## src/rtl/ghost_dir_ctrl.sv

```systemverilog
// ghost_dir_ctrl: autonomous WASD direction source for one ghost mover.
module ghost_dir_ctrl #(
  parameter int unsigned DECIDE_FRAMES = 8,
  parameter logic [9:0]  SCATTER_X     = 10'd600,
  parameter logic [9:0]  SCATTER_Y     = 10'd20,
  parameter logic [15:0] LFSR_SEED     = 16'hACE1
) (
  input  logic       Clk_i,
  input  logic       Reset_i,
  input  logic       frame_tick_i,
  input  logic       enable_i,
  input  logic [1:0] mode_i,
  input  logic [9:0] GhostX_i,
  input  logic [9:0] GhostY_i,
  input  logic [9:0] TargetX_i,
  input  logic [9:0] TargetY_i,
  input  logic [3:0] No_Move_i,
  output logic [7:0] keycode_o,
  output logic       dir_valid_o
);
  typedef enum logic [1:0] {IDLE, RUN, SAMPLE, COMMIT} state_t;
  // direction codes double as bit indices into No_Move {up,down,left,right}
  localparam logic [1:0] R = 2'd0, L = 2'd1, D = 2'd2, U = 2'd3;
  localparam logic [7:0] FRIGHT = {U, L, D, R};
  localparam logic [7:0] LAST = 8'(DECIDE_FRAMES - 1);
  state_t state_q, state_d;
  logic [7:0] cnt_q, cnt_d, key_q, key_d;
  logic [1:0] cur_q, cur_d, mode_q, ms_q;
  logic cur_vld_q, cur_vld_d, rev_q, rev_d, dv_q, dv_d;
  logic [15:0] lfsr_q, lfsr_d, fr;
  logic [9:0] gx_q, gy_q, tx_q, ty_q, adx, ady;
  logic [3:0] nm_q;
  logic [10:0] dx, dy, ndx, ndy;
  logic [1:0] tox, toy, p, s, sel, rdir, new_dir;
  logic [3:0][1:0] cand;
  logic halt, trigger, sample, commit, sel_vld, use_rev, new_vld;

  assign halt = !enable_i | (mode_i == 2'b11);
  assign trigger = (cnt_q == LAST) | !cur_vld_q | No_Move_i[cur_q] | rev_q;
  assign sample = (state_q == RUN) & frame_tick_i & trigger & !halt;
  assign commit = (state_q == SAMPLE) & !halt;
  assign rdir = cur_q ^ 2'd1;
  assign keycode_o = key_q;
  assign dir_valid_o = dv_q;

  always_ff @(posedge Clk_i or posedge Reset_i)
    if (Reset_i) state_q <= IDLE;
    else state_q <= state_d;

  always_comb
    state_d = halt ? IDLE : state_q == IDLE ? RUN : state_q == RUN ? (sample ? SAMPLE : RUN) :
              state_q == SAMPLE ? COMMIT : RUN;

  always_comb begin
    dx = {1'b0, tx_q} - {1'b0, gx_q};
    dy = {1'b0, ty_q} - {1'b0, gy_q};
    ndx = 11'd0 - dx;
    ndy = 11'd0 - dy;
    adx = dx[10] ? ndx[9:0] : dx[9:0];
    ady = dy[10] ? ndy[9:0] : dy[9:0];
    tox = dx[10] ? L : R;
    toy = dy[10] ? U : D;
    p = (adx >= ady) ? tox : toy;
    s = (adx >= ady) ? toy : tox;
    fr = {FRIGHT, FRIGHT} << {lfsr_q[1:0], 1'b0};
    cand = (ms_q == 2'b10) ? {fr[9:8], fr[11:10], fr[13:12], fr[15:14]} : {p ^ 2'd1, s ^ 2'd1, s, p};
    sel_vld = 1'b0;
    sel = R;
    for (int i = 3; i >= 0; i--)
      if (!nm_q[cand[i]] && !(cur_vld_q && cand[i] == rdir)) begin
        sel_vld = 1'b1;
        sel = cand[i];
      end
    use_rev = cur_vld_q & !nm_q[rdir] & (rev_q | !sel_vld);
    new_vld = use_rev | sel_vld;
    new_dir = use_rev ? rdir : sel;
  end

  always_comb begin
    cnt_d = (state_q == RUN && frame_tick_i && !halt) ? ((rev_q || cnt_q == LAST) ? 8'd0 : cnt_q + 8'd1) : cnt_q;
    cur_d = commit ? new_dir : cur_q;
    cur_vld_d = halt ? 1'b0 : commit ? new_vld : cur_vld_q;
    key_d = halt ? 8'h00 : !commit ? key_q : !new_vld ? 8'h00 :
            new_dir == R ? 8'h07 : new_dir == L ? 8'h04 : new_dir == D ? 8'h16 : 8'h1A;
    dv_d = commit;
    rev_d = (mode_q != mode_i && mode_q != 2'b11 && mode_i != 2'b11) || (rev_q && !commit);
    lfsr_d = {1'b0, lfsr_q[15:1]} ^ (lfsr_q[0] ? 16'hB400 : 16'h0000);
  end

  always_ff @(posedge Clk_i or posedge Reset_i)
    if (Reset_i) begin
      cnt_q <= 8'd0;
      key_q <= 8'h00;
      cur_q <= R;
      cur_vld_q <= 1'b0;
      rev_q <= 1'b0;
      dv_q <= 1'b0;
      mode_q <= 2'b00;
      lfsr_q <= LFSR_SEED;
    end else begin
      cnt_q <= cnt_d;
      key_q <= key_d;
      cur_q <= cur_d;
      cur_vld_q <= cur_vld_d;
      rev_q <= rev_d;
      dv_q <= dv_d;
      mode_q <= mode_i;
      lfsr_q <= lfsr_d;
    end

  // decision snapshot taken on the RUN->SAMPLE transition
  always_ff @(posedge Clk_i or posedge Reset_i)
    if (Reset_i) begin
      gx_q <= '0;
      gy_q <= '0;
      tx_q <= '0;
      ty_q <= '0;
      nm_q <= '0;
      ms_q <= 2'b00;
    end else if (sample) begin
      gx_q <= GhostX_i;
      gy_q <= GhostY_i;
      tx_q <= (mode_i == 2'b01) ? SCATTER_X : TargetX_i;
      ty_q <= (mode_i == 2'b01) ? SCATTER_Y : TargetY_i;
      nm_q <= No_Move_i;
      ms_q <= mode_i;
    end
endmodule
```

## config.mk

```make
export PLATFORM = sky130hd
export DESIGN_NAME = ghost_dir_ctrl
export DESIGN_NICKNAME = d
export VERILOG_FILES = /design/src/rtl/ghost_dir_ctrl.sv
export SDC_FILE = /design/constraint.sdc
export NUM_CORES = 1
export LEC_CHECK = 0
export ABC_AREA = 1
export ABC_CLOCK_PERIOD_IN_PS = 5500
export BUFFER_PORTS_ARGS = -buffer_cell sky130_fd_sc_hd__buf_2
export CAP_MARGIN = 20
export CORE_MARGIN = 1
export CORE_UTILIZATION = 30
export CTS_BUF_LIST = sky130_fd_sc_hd__clkbuf_8
export DETAILED_ROUTE_END_ITERATION = 8
export SLEW_MARGIN = 20
export SYNTH_ARGS = -nofsm -noshare
export SYNTH_HDL_FRONTEND = slang
export SYNTH_SLANG_ARGS = --single-unit
```

## constraint.sdc

```tcl
create_clock -name Clk_i -period 5.5 [get_ports Clk_i]
set_input_delay 0.55 -clock Clk_i [delete_from_list [all_inputs] [get_ports Clk_i]]
set_output_delay 0.55 -clock Clk_i [all_outputs]
set_load 0.01 [all_outputs]
```

### Yosys cells after proc, flatten, opt, wreduce, memory -nomap -nowiden

Cells that the tools add are included.

* order comparisons: 7
* $add $sub $neg: 5
* reduce and logical (&&, ||, !) cells: 32
* mux-type cells: 45
* shift operators: 1
* bitwise logic cells: 16
* equal/unequal tests: 15

Operator list (count)
* $mux 10: 4
* $mux 8: 4
* $mux 2: 12
* $sub 10x10->11: 2
* $sub 1x10->10 const A: 2
* $lt 2x3->1 const B: 6
* $mux 16: 1
* $shl 16x3->16 const A: 1
* $xor 15x16->16: 1
* $mux 5: 3
* $logic_not 1->1: 14
* $mux 1: 14
* $logic_and 1x1->1: 13
* $bmux 1 s2: 6
* $ge 10x10->1: 1
* $add 8x1->8 const B: 1
* $eq 2x2->1: 4
* $eq 2x2->1 const B: 4
* $eq 8x3->1 const B: 1
* $and 1x1->1: 6
* $eq 2x1->1 const B: 3
* $or 1x1->1: 6
* $logic_not 2->1: 2
* $mux 4: 1
* other kinds (5): 9

* logic and storage cells: 136
* register bits after elaboration: 87
* output and inout port bits: 9

### Longest topological paths before layout

* depth in word-level cells: 26
* gate-level depth with buffers: 38

### Worst setup path before layout

Ideal clock, no wire load.

* path kind: register -> register
* start point: register ty_q[0]
* end point: register key_q[1] (netlist: keycode_o[1])
* clock period less this slack: 4.282 ns
* cell stages (with the launch flop): 31
* setup time: 0.123 ns
* buffers on the path: 0
* path slack: 1.218 ns
* arrival: 4.159 ns
* cell sequence: dfrtp_1 > inv_1 > ha_1 > inv_1 > fa_1 > a31oi_1 > xor2_1 > inv_1 > nor3b_1 > nand3b_1 > o31ai_1 > xnor2_1 > inv_1 > ha_1 > a21o_1 > nor2_4 > nand2_2 > nor2_4 > nand3_2 > nand3_2 > inv_2 > nand2_2 > nand3_2 > nand2_2 > nand2_2 > o21ai_4 > nand2_2 > nand2_1 > nand2_1 > nand2_2 > nand3_2

* word-level cells in the longest chain between the ends: 25
* elaborated cells between the ends (all ways): 58
* classes of those cells: add/sub (2); order compare (1); eq/ne (5); mux (27); bitwise (5); reduce/logical (18)

RTL lines
* start, declared: line 31 `logic [9:0] gx_q, gy_q, tx_q, ty_q, adx, ady;`
* start signal, assigned: line 124 `ty_q <= (mode_i == 2'b01) ? SCATTER_Y : TargetY_i;`
* $sub 10x10->11 *: line 56 `dy = {1'b0, ty_q} - {1'b0, gy_q};`
* $sub 1x10->10: line 58 `ndy = 11'd0 - dy;`
* $mux 10: line 60 `ady = dy[10] ? ndy[9:0] : dy[9:0];`
* $ge 10x10->1: line 63, 64
* $mux 2: line 63 `p = (adx >= ady) ? tox : toy;`
* $not 1->1 (no line)
* $mux 8 *: line 66 `cand = (ms_q == 2'b10) ? {fr[9:8], fr[11:10], fr[13:12], fr[15:14]} : {p ^ 2'd1, s ^ 2'd1, s, p};`
* $bmux 1 s2 / $eq 2x2->1 (equally long branches): line 70 `if (!nm_q[cand[i]] && !(cur_vld_q && cand[i] == rdir)) begin`
* [7 not listed]
* $logic_not 1->1: line 74 `use_rev = cur_vld_q & !nm_q[rdir] & (rev_q | !sel_vld);`
* $or 1x1->1: line 74
* $and 1x1->1: line 74
* $mux 2: line 76 `new_dir = use_rev ? rdir : sel;`
* $eq 2x1->1: line 84 `new_dir == R ? 8'h07 : new_dir == L ? 8'h04 : new_dir == D ? 8'h16 : 8'h1A;`
* $mux 5 (2 in series): line 84
* $mux 5 *: line 83 `key_d = halt ? 8'h00 : !commit ? key_q : !new_vld ? 8'h00 :`
* $mux 8 * (2 in series): line 83
* end signal, assigned: line 102 `key_q <= key_d;`
* end, declared: line 27 `logic [7:0] cnt_q, cnt_d, key_q, key_d;`

Mark *: on every way between the ends. The rest lies on a longest branch, timed or not. The select of a mux whose other input is x is not followed.
A chain may end at the register's enable or synchronous reset.

### Worst setup path after layout

Same ends and word-level chain as after synthesis.

==> run_results.csv <==
group,metric,value,unit
timing,drv_slew,0,
setup_path,crit_slowest_cell,"fa_1",
synthesis,ys_warn_count,0,
global_routing,antenna_found_initial,0,
timing,tns,0,ps
clock_network,cts_tree,"built",
synthesis,syn_inst,703,
placed_design,portBuffers,55,
floorplan,pin_count,59,
global_routing,grt_pass1_vias,4516,
clock_network,post_cts_buffers,0,
timing,tightestPinTransition,975.8,ps
min_path,hold_class,"in -> async",
run,drv_cap,0,
clock_network,clock_latency,380,ps
finish,syn_to_final_growth,13.11,%
setup_path,r2r-end,"keycode_o[1]$_DFFE_PP0P_",
timing,setup_ws,794.2,ps
global_routing,track_usage,13.63,%
synthesis,yosysTopAreaCell,"dfrtp_1",
timing,slew_headroom,34.95,%
route,via_per_inst,4.559,
floorplan,dieArea,0.01910,sq mm
clock_network,clk_pin_slew,100,ps
global_routing,grt.overflow.total,0,
timing,setup_viol,0,
synthesis,ys_types,48,
synthesis,ys_ff_latch,84,
synthesis,seq_area_frac_synth,37.96,%
floorplan,die_height,138.2,um
floorplan,start_util,30.76,%
setup_path,crit_path_start_kind,"register",
route,dr.pass1.iters,4,
route,drcViolationCount,0,
timing,fmax,212.5,MHz
route,vias,4532,
setup_path,ff2ff_path_depth,30,
synthesis,synthFlopType,"dfrtp_1",
clock_network,numCtsBuffers,9,
finish,antenna_cells,0,
setup_path,r2r-start,"ty_q[0]$_DFFE_PP0P_",
floorplan,chipWidth,138.2,um
finish,drive_gt1_share,18.82,%
setup_path,crit_start,"ty_q[0]$_DFFE_PP0P_",
clock_network,ctsHoldBuffers,0,
synthesis,syn_area,0.005564,sq mm
setup_path,max_stage_delay,450,ps
route,wl_per_cell,11.90,um
setup_path,crit_path_max_fanout,4,
synthesis,yosysMostFrequentCell,"nand2_1",
timing,fin_crit,4706,ps
synthesis,synth_top_area_share,34.18,%
timing,finalHoldViolations,0,
synthesis,synthArstFlopShare,100.0,%
setup_path,crit_arrival,4980,ps
synthesis,ys_top_cells_by_count,"nand2_1 (135), inv_1 (114), dfrtp_1 (76)",
global_routing,grt_pass1_wl,21.16,mm
clock_network,clk_path_buf_depth,2,
synthesis,postSynthAreaPerCell,7.915,sq um
floorplan,core_area,0.01809,sq mm
setup_path,setup.worst_path.end_class,"register",
synthesis,synth_edf_count,0,
floorplan,rows,49,
setup_path,r2r_slack,790,ps
setup_path,worstPathRequired,5770,ps
finish,layout.nets,847,
timing,fin_skew,19.83,ps
global_routing,grt_max_degree,55,
setup_path,crit_top_cell,"nand2_2",
timing,holdWs,185.5,ps
synthesis,synthTopCellsByArea,"dfrtp_1 (34%), nand2_1 (9.1%), ha_1 (7.9%)",
route,wl,11.83,mm
placed_design,gp_congestion,0.8632,
clock_network,htreeDepth,3,
run_status,outcome,"complete, no violations",
placed_design,pre_cts_ws,842.2,ps
timing,fin_crit_sh,85.56,%
route,drtIter0Drc,197,
clock_network,cts_root_buf,"clkbuf_8",
clock_network,post_cts_resized,0,
clock_network,cts_sinks,84,
timing,rsz0062_at_grt,"no",
route,final_antenna_net_count,0,
setup_path,crit_type,"reg -> reg",
placed_design,hpwlAfterDp,9.026,mm
[worst max-delay path: cells and delay by family, from the launching register on]
| kind | cells | cell delay (ps) |
|---|---|---|
| AO/OA/AOI/OAI | 4 | 890 |
| XOR/XNOR | 2 | 360 |
| adder cells (fa/ha/maj) | 3 | 890 |
| buffers and inverters | 5 | 320 |
| flip-flops | 1 | 370 |
| AND/OR/NAND/NOR | 16 | 1780 |
[layout by cell type (no fill, tap or decap), types with 3 or more instances in the layout]
cell type | synthesis | layout
a21oi_1 | 30 | 30
a21oi_2 | 4 | 4
buf_2 | 2 | 55
buf_4 | 3 | 4
clkbuf_8 | 0 | 10
conb_1 | 1 | 3
dfrtp_1 | 76 | 76
dfstp_2 | 8 | 8
ha_1 | 35 | 35
inv_1 | 114 | 113
inv_2 | 4 | 4
nand2_1 | 135 | 135
nand2_2 | 16 | 16
nand3_1 | 43 | 43
nand3_2 | 15 | 15
nand3_4 | 5 | 5
nand3b_1 | 3 | 3
nand4_1 | 12 | 12
nor2_1 | 49 | 49
nor2_2 | 4 | 4
nor2_4 | 3 | 3
nor3_1 | 11 | 11
nor3b_1 | 4 | 4
nor4_1 | 3 | 3
o21ai_0 | 48 | 48
o21ai_1 | 3 | 3
o21bai_1 | 3 | 3
xnor2_1 | 8 | 8
xor2_1 | 26 | 26
[worst max path at each step]
stage / to / slack, ps / depth (start not counted)
5_1_grt: cur_q[1]$_DFFE_PP0P_ / 140 / 30
6_report: keycode_o[1]$_DFFE_PP0P_ / 790 / 30
2_1_floorplan: keycode_o[1]$_DFFE_PP0P_ / 1220 / 30
3_3_place_gp: keycode_o[1]$_DFFE_PP0P_ / 870 / 30
4_1_cts: keycode_o[1]$_DFFE_PP0P_ / 810 / 30
3_5_place_dp: keycode_o[1]$_DFFE_PP0P_ / 840 / 30
[final cells by class]
cell class                 instances  area [sq um]
clock buffer                      10         137.6
clock inverter                     6         46.29
fill                            1885         11790
inverter                         120         451.7
multi-input combinational        486          2954
sequential                        84          2112
tap                              229         286.5
timing repair buffer              59         305.3
[layer usage]
layer  part of all wire, %  global-route usage (%)  vias to the layer above  routed length, um
li1                      -                       -                     2368                  -
met1                    49                   17.96                     2069               5811
met2                    46                   22.10                       78               5429
met3                   2.6                   2.113                       17                307
met4                   2.4                   6.209                        0                282
met5                     0                       0                        -                  0
[cell families after synthesis]
group	count (synthesis)	share of synthesized area, %
AOI/OAI and AO/OA	103	10.59
xor gates and xnor gates	34	5.352
adders and majority gates	37	8.590
buffers and inverters	135	9.354
DFF	84	37.96
muxes	2	0.4047
other	1	0.06740
and+or+nand+nor	307	27.68
[stage by stage]
stage                     util (%)  instances  cell area [sq um]
after floorplan                  -        705               5572
after global placement       33.78        978               6110
after detailed placement     33.78        978               6110
after CTS                    34.80        994               6294
after global routing         34.80        994               6294
final                        34.80        994               6294
[state kept, by name, indices dropped and copies added (netlist names), 4 cells and up]
signal     count
cnt_q          8
gx_q          10
gy_q          10
keycode_o      5
lfsr_q        16
nm_q           4
tx_q          10
ty_q          10
Power is left out: the tool's default activity adds up to more than one toggle a clock period on the data nets, which glitch-free logic cannot reach.
